### config.mk
export PLATFORM = sky130hd
export DESIGN_NAME = led_pwm_ctrl_flat
export DESIGN_NICKNAME = d
export VERILOG_FILES = /design/src/rtl/led_pwm_ctrl_pkg.sv /design/src/rtl/led_pwm_ctrl_if.sv /design/src/rtl/led_pwm_ctrl_timebase.sv /design/src/rtl/led_pwm_ctrl.sv /design/src/flat_wrapper.sv
export SDC_FILE = /design/constraint.sdc
export NUM_CORES = 1
export LEC_CHECK = 0
export CORE_AREA = 2 2 138 140
export DETAILED_ROUTE_END_ITERATION = 10
export DIE_AREA = 0 0 140 142
export PLACE_DENSITY = 0.72
export SLEW_MARGIN = 20
export SYNTH_ARGS = -nofsm -noshare
export SYNTH_HDL_FRONTEND = slang
export SYNTH_SLANG_ARGS = --single-unit
### constraint.sdc
create_clock -name clk -period 3.83 [get_ports clk]
set_input_delay 0.9575 -clock clk [delete_from_list [all_inputs] [get_ports clk]]
set_output_delay 0.9575 -clock clk [all_outputs]
set_load 0.1 [all_outputs]
### src/rtl/led_pwm_ctrl_pkg.sv
// Shared defaults, commit-state encoding and the board LED-to-channel map
// for the LED PWM brightness controller.
package led_pwm_pkg;

  localparam int unsigned DEF_NUM_CH   = 12;
  localparam int unsigned DEF_DUTY_W   = 8;
  localparam int unsigned DEF_ADDR_W   = 4;
  localparam int unsigned DEF_PRESCALE = 16;
  localparam int unsigned NUM_LEDS     = 4;

  typedef enum logic {
    ST_IDLE,
    ST_PENDING
  } commit_state_e;

  // Channel index of each colour of RGB LED 'led' (0..NUM_LEDS-1).
  function automatic int unsigned ch_r(input int unsigned led);
    return 2 * led;
  endfunction

  function automatic int unsigned ch_g(input int unsigned led);
    return 2 * led + 1;
  endfunction

  function automatic int unsigned ch_b(input int unsigned led);
    return 2 * NUM_LEDS + led;
  endfunction

endpackage

### src/rtl/led_pwm_ctrl_if.sv
// Duty write port and commit handshake between the SoC bus side (master)
// and the PWM controller (slave).
interface led_pwm_ctrl_if #(
  parameter int unsigned ADDR_W = 4,
  parameter int unsigned DUTY_W = 8
);
  logic              wr_valid;
  logic              wr_ready;
  logic [ADDR_W-1:0] wr_addr;
  logic [DUTY_W-1:0] wr_data;
  logic              wr_err;
  logic              commit;
  logic              pending;

  modport master (
    output wr_valid, wr_addr, wr_data, commit,
    input  wr_ready, wr_err, pending
  );

  modport slave (
    input  wr_valid, wr_addr, wr_data, commit,
    output wr_ready, wr_err, pending
  );
endinterface

### src/rtl/led_pwm_ctrl_timebase.sv
// PWM timebase: prescaler and step counter; flags each step (tick) and the
// last step of a period (wrap).
module pwm_timebase #(
  parameter int unsigned DUTY_W   = 8,
  parameter int unsigned PRESCALE = 16
) (
  input  logic              clk,
  input  logic              resetn,
  output logic [DUTY_W-1:0] cnt_o,
  output logic              tick_o,
  output logic              wrap_o
);

  localparam int unsigned PRE_W = (PRESCALE > 1) ? $clog2(PRESCALE) : 1;

  logic [PRE_W-1:0]  pre_q, pre_d;
  logic [DUTY_W-1:0] cnt_q, cnt_d;
  logic              tick;

  assign tick = (pre_q == PRE_W'(PRESCALE - 1));

  always_comb begin
    pre_d = tick ? '0 : pre_q + 1'b1;
    cnt_d = tick ? cnt_q + 1'b1 : cnt_q;
  end

  always_ff @(posedge clk) begin
    if (!resetn) begin
      pre_q <= '0;
      cnt_q <= '0;
    end else begin
      pre_q <= pre_d;
      cnt_q <= cnt_d;
    end
  end

  assign cnt_o  = cnt_q;
  assign tick_o = tick;
  assign wrap_o = tick && (cnt_q == '1);

endmodule

### src/rtl/led_pwm_ctrl.sv
// Per-channel PWM LED driver: shadow duty registers loaded over a valid/ready
// port, copied to the active set only at a period boundary after a commit.
module led_pwm_ctrl
  import led_pwm_pkg::*;
#(
  parameter int unsigned NUM_CH   = DEF_NUM_CH,
  parameter int unsigned DUTY_W   = DEF_DUTY_W,
  parameter int unsigned PRESCALE = DEF_PRESCALE,
  parameter int unsigned ADDR_W   = DEF_ADDR_W
) (
  input  logic              clk,
  input  logic              resetn,
  led_pwm_ctrl_if.slave     bus,
  output logic              period_start,
  output logic [NUM_CH-1:0] led_o
);

  localparam logic [ADDR_W:0] NUM_CH_L = (ADDR_W + 1)'(NUM_CH);

  logic [DUTY_W-1:0] cnt;
  logic              tick;
  logic              wrap;

  commit_state_e     state_q, state_d;
  logic [DUTY_W-1:0] shadow_q [NUM_CH];
  logic [DUTY_W-1:0] shadow_d [NUM_CH];
  logic [DUTY_W-1:0] active_q [NUM_CH];
  logic [DUTY_W-1:0] active_d [NUM_CH];
  logic              wr_err_q, wr_err_d;
  logic              period_start_q;
  logic              step_q;
  logic [NUM_CH-1:0] led_q, led_d;
  logic              xfer;
  logic              addr_ok;

  pwm_timebase #(
    .DUTY_W   (DUTY_W),
    .PRESCALE (PRESCALE)
  ) u_timebase (
    .clk    (clk),
    .resetn (resetn),
    .cnt_o  (cnt),
    .tick_o (tick),
    .wrap_o (wrap)
  );

  assign bus.wr_ready = (state_q == ST_IDLE);
  assign bus.pending  = (state_q == ST_PENDING);
  assign bus.wr_err   = wr_err_q;

  assign xfer    = bus.wr_valid && bus.wr_ready;
  assign addr_ok = ({1'b0, bus.wr_addr} < NUM_CH_L);

  always_comb begin
    state_d  = state_q;
    shadow_d = shadow_q;
    active_d = active_q;
    wr_err_d = xfer && !addr_ok;
    led_d    = led_q;

    case (state_q)
      ST_IDLE: begin
        if (bus.commit) state_d = ST_PENDING;
      end
      ST_PENDING: begin
        if (wrap) begin
          state_d  = ST_IDLE;
          active_d = shadow_q;
        end
      end
      default: state_d = ST_IDLE;
    endcase

    // Writes are only accepted while idle, so they can never race the snapshot.
    if (xfer && addr_ok) begin
      for (int unsigned i = 0; i < NUM_CH; i++) begin
        if (bus.wr_addr == ADDR_W'(i)) shadow_d[i] = bus.wr_data;
      end
    end

    // cnt and active only ever change on a step, so refresh the compare just after one.
    if (step_q) begin
      for (int unsigned i = 0; i < NUM_CH; i++) begin
        led_d[i] = (cnt < active_q[i]);
      end
    end
  end

  always_ff @(posedge clk) begin
    if (!resetn) begin
      state_q        <= ST_IDLE;
      shadow_q       <= '{default: '0};
      active_q       <= '{default: '0};
      wr_err_q       <= 1'b0;
      period_start_q <= 1'b0;
      step_q         <= 1'b0;
      led_q          <= '0;
    end else begin
      state_q        <= state_d;
      shadow_q       <= shadow_d;
      active_q       <= active_d;
      wr_err_q       <= wr_err_d;
      period_start_q <= wrap;
      step_q         <= tick;
      led_q          <= led_d;
    end
  end

  assign period_start = period_start_q;
  assign led_o        = led_q;

endmodule

### src/flat_wrapper.sv
// flat-port wrapper written by rule: the top's interface ports become plain ports
module led_pwm_ctrl_flat import led_pwm_pkg::*;
#(
  parameter int unsigned NUM_CH   = DEF_NUM_CH,
  parameter int unsigned DUTY_W   = DEF_DUTY_W,
  parameter int unsigned PRESCALE = DEF_PRESCALE,
  parameter int unsigned ADDR_W   = DEF_ADDR_W
)
  (clk, resetn, period_start, led_o, bus_wr_valid, bus_wr_addr, bus_wr_data, bus_commit, bus_wr_ready, bus_wr_err, bus_pending);
  led_pwm_ctrl_if #(.ADDR_W(ADDR_W), .DUTY_W(DUTY_W)) bus_i ();
  input  logic clk;
  input  logic resetn;
  output logic period_start;
  output logic [NUM_CH-1:0] led_o;
  input wire logic [$bits(bus_i.wr_valid)-1:0] bus_wr_valid;
  input wire logic [$bits(bus_i.wr_addr)-1:0] bus_wr_addr;
  input wire logic [$bits(bus_i.wr_data)-1:0] bus_wr_data;
  input wire logic [$bits(bus_i.commit)-1:0] bus_commit;
  output wire logic [$bits(bus_i.wr_ready)-1:0] bus_wr_ready;
  output wire logic [$bits(bus_i.wr_err)-1:0] bus_wr_err;
  output wire logic [$bits(bus_i.pending)-1:0] bus_pending;
  assign bus_i.wr_valid = bus_wr_valid;
  assign bus_i.wr_addr = bus_wr_addr;
  assign bus_i.wr_data = bus_wr_data;
  assign bus_i.commit = bus_commit;
  assign bus_wr_ready = bus_i.wr_ready;
  assign bus_wr_err = bus_i.wr_err;
  assign bus_pending = bus_i.pending;
  led_pwm_ctrl #(.NUM_CH(NUM_CH), .DUTY_W(DUTY_W), .PRESCALE(PRESCALE), .ADDR_W(ADDR_W)) u_core (.clk(clk), .resetn(resetn), .bus(bus_i), .period_start(period_start), .led_o(led_o));
endmodule
==> reports/results.ini <==
[timing]
period_minus_slack_ns=3.084
hold_viol=0
fin_skew_ns=0.01884
rsz0062_at_grt=no
fmax_mhz=324.2
min_period_over_period_pct=80.53
slew_headroom_pct=34.37
finalSetupViolations=0
tns_ns=0
finalMaxSlewViolations=0
worst_slew_pin_slew_ns=0.9813

[die]
ios=32
start_util_pct=54.81
rows=50
core_mm2=0.01846
die_h_um=142
dieWidth_um=140
die_area_mm2=0.01988

[outcome]
violations=design-rule violations
outcome=complete, but fails checks

[worst_setup_path]
required_ns=2.87
cp_cell_sequence=inv_1 > clkdlybuf4s50_1
crit_type=flip-flop to primary output
crit_path_end_kind=primary output
cpPeakStageDelay_ns=1.12
startpoint_type=flip-flop
cp_slowest_cell=clkdlybuf4s50_1
cp_max_fo=7
crit_arrival_ns=2.13

[power_and_ir_drop]
power_leakage_nw=4.427
power.total_w=0.004915
p_int_w=0.003851
p_seq_share_pct=47.0
pwr-share-clk_pct=49.6
switching_share_pct=21.66
p_sw_w=0.001064
peakVddDrop_mv=0.4499
cellPowerDensity_mw_per_mm2=433.2
p_comb_share_pct=3.3

[detailed_routing]
wl_mm=22.63
postRouteAntennaNets=0
dr.pass1.iters=10
wl_per_cell_um=16.10
viasPerCell=5.482
first_iter_violations=542
drc_errors=3
num_vias=7707

[clock_network]
postCtsSetupBuffers=0
cts_resized=0
cts.clk_slew.worst_paths_ns=0.06
htreeDepth=1
clock_latency_ns=0.53
clk_path_buf_depth=3
cts_made_buffers=25
cts_tree=built
root_buffer=clkbuf_16
ctsHoldBuffers=0
clock_sinks=220

[min_path]
hp-class=flip-flop to flip-flop

[yosys]
syn_nets=1258
syn-cell-area_mm2=0.01012
yosysWarnings=0
ys_seq_area_share_pct=43.54
syn_area_per_cell_um2=8.751
synth_cell_types=38
syn-instance-count=1156
synth_seq_cells=220

[final_layout]
fill_cells=1564
fin_nets=1255
instances_no_fill=1406
regArea_mm2=0.004404
drive_gt1_share_pct=5.717
n_antenna_cell=0
multi_input_area_mm2=0.004977
fin_util_pct=61.47
syn2layout_area_growth_pct=12.15

[place]
gp_congestion=0.7997
port_buffers=31
dp_cells=1360
place_hpwl_mm=13.36

[global_route]
grt_max_degree=220
grt_pass1_vias=7072
gr-total-overflow=0
grt_first_pass_wirelength_mm=36.60
antenna_found_initial=1
grt_usage_pct=23.01

[run]
cap_violations=0

[metrics by stage]
step / setup WS (ns) / hold slack (ns) / area, um^2
final: 0.7456 / 0.4472 / 11340
after floorplan: 1.155 / 0.4257 / 10120
after detailed placement: 0.7454 / 0.4380 / 10490
after CTS: 0.7256 / 0.4480 / 11340
after global routing: 0.6893 / 0.4613 / 11340
after global placement: 0.8275 / 0.4362 / 10490
[worst paths after layout]
| kind | start | slack [ns] | to | depth (start not counted) |
|---|---|---|---|---|
| worst max register to register | u_core.u_timebase.cnt_o[1]$_SDFFE_PN0P_ | 1.49 | u_core.active_q[34]$_SDFFE_PN0P_ | 6 |
| worst max-delay path | u_core.bus.pending$_SDFF_PN0_ | 0.75 | bus_wr_ready | 2 |
| worst min-delay path | u_core.active_q[13]$_SDFFE_PN0P_ | 0.45 | u_core.active_q[13]$_SDFFE_PN0P_ | 2 |
| worst min register to register | u_core.active_q[13]$_SDFFE_PN0P_ | 0.45 | u_core.active_q[13]$_SDFFE_PN0P_ | 2 |
[flip-flops by register name, indices dropped and copies added (netlist names)]
register,count
u_core.period_start,1
u_core.shadow_q,96
u_core.active_q,96
u_core.bus.wr_err,1
u_core.u_timebase.pre_q,4
u_core.u_timebase.cnt_o,8
u_core.bus.pending,1
u_core.led_o,12
u_core.step_q,1
[cells by family after synthesis]
kind of cell,share of synthesized area [%]
AO/OA/AOI/OAI,11.94
XOR/XNOR,0.6061
adder cells (fa/ha/maj),10.64
buffers and inverters,7.260
flip-flops,43.54
multiplexers,6.333
AND/OR/NAND/NOR,19.69
[layout make-up]
cell class                 count  share of cell area, %
multi-input combinational    762                  43.87
sequential                   220                  38.82
clock buffer                  34                  6.253
timing repair buffer          46                  3.959
inverter                      98                  3.243
tap                          234                  2.581
clock inverter                12                  1.268
[power groups by stage]
stage / registers [W] / logic, W / clock network (W)
final: 0.00231 / 0.000165 / 0.00244
after global routing: 0.00231 / 0.000176 / 0.00256
after CTS: 0.00231 / 0.000165 / 0.00246
after detailed placement: 0.00236 / 0.000164 / 0
after global placement: 0.00236 / 0.000163 / 0
after floorplan: 0.00237 / 0.000104 / 0
[critical path, delay by kind of cell (launching register included)]
| family | cells | cell delay, ns |
|---|---|---|
| buffers and inverters | 2 | 1.21 |
| flip-flops | 1 | 0.40 |
[synth_stat cells]
| cell | count | area, um^2 |
|---|---|---|
| a211oi_1 | 36 | 270.3 |
| a21boi_0 | 2 | 15.01 |
| a21oi_1 | 1 | 5.000 |
| and2_1 | 7 | 43.79 |
| and3_1 | 3 | 18.77 |
| and4_1 | 1 | 8.760 |
| buf_1 | 1 | 3.750 |
| buf_2 | 6 | 30.03 |
| buf_4 | 1 | 7.510 |
| buf_6 | 7 | 78.83 |
| buf_8 | 1 | 15.01 |
| clkbuf_1 | 55 | 206.5 |
| clkbuf_2 | 5 | 25.02 |
| dfxtp_1 | 220 | 4404 |
| ha_1 | 86 | 1076 |
| inv_1 | 98 | 367.9 |
| mux2i_1 | 64 | 640.6 |
| nand2_1 | 128 | 480.5 |
| nand3_1 | 132 | 660.6 |
| nand3_2 | 2 | 20.02 |
| nand4_1 | 16 | 100.1 |
| nand4_2 | 2 | 25.02 |
| nand4_4 | 1 | 21.27 |
| nand4b_1 | 2 | 17.52 |
| nor2_1 | 29 | 108.9 |
| nor2b_1 | 69 | 431.7 |
| nor3_1 | 3 | 15.01 |
| nor4_1 | 1 | 6.260 |
| nor4_4 | 1 | 21.27 |
| o211ai_1 | 12 | 90.09 |
| o21ai_0 | 127 | 635.6 |
| o21ai_1 | 15 | 75.07 |
| o221a_2 | 1 | 11.26 |
| o41ai_1 | 12 | 105.1 |
| or2_2 | 1 | 6.260 |
| or3_1 | 1 | 6.260 |
| xnor2_1 | 4 | 35.03 |
| xor2_1 | 3 | 26.28 |
[layout by cell type, fill, tap and decap left out, types with 2 or more instances in the layout]
| master | n |
|---|---|
| buf_12 | 2 |
| and3_1 | 3 |
| a211oi_1 | 36 |
| clkbuf_1 | 4 |
| nor2b_1 | 69 |
| bufinv_16 | 3 |
| nor3_1 | 3 |
| nand3_1 | 132 |
| o41ai_1 | 12 |
| nor2_1 | 29 |
| buf_4 | 14 |
| and2_1 | 7 |
| dfxtp_1 | 220 |
| inv_1 | 98 |
| nand4_2 | 2 |
| a21boi_0 | 2 |
| xor2_1 | 3 |
| clkbuf_16 | 25 |
| clkdlybuf4s50_1 | 29 |
| ha_1 | 86 |
| clkbuf_8 | 6 |
| nand4_1 | 16 |
| nand2_1 | 128 |
| o211ai_1 | 12 |
| o21ai_0 | 127 |
| clkinv_2 | 6 |
| xnor2_1 | 4 |
| nand4b_1 | 2 |
| clkinvlp_4 | 2 |
| mux2i_1 | 64 |
| nand3_2 | 2 |
| o21ai_1 | 15 |
[layer usage]
| metal | GRT usage (%) | vias to the layer above | share of wire (%) |
|---|---|---|---|
| met5 | 0 | - | 0 |
| met4 | 6.592 | 0 | 2.7 |
| met3 | 2.961 | 39 | 4.1 |
| met2 | 37.91 | 144 | 46 |
| met1 | 32.00 | 3567 | 47 |
| li1 | - | 3957 | - |
No activity file was read; power rests on OpenSTA's default activity.
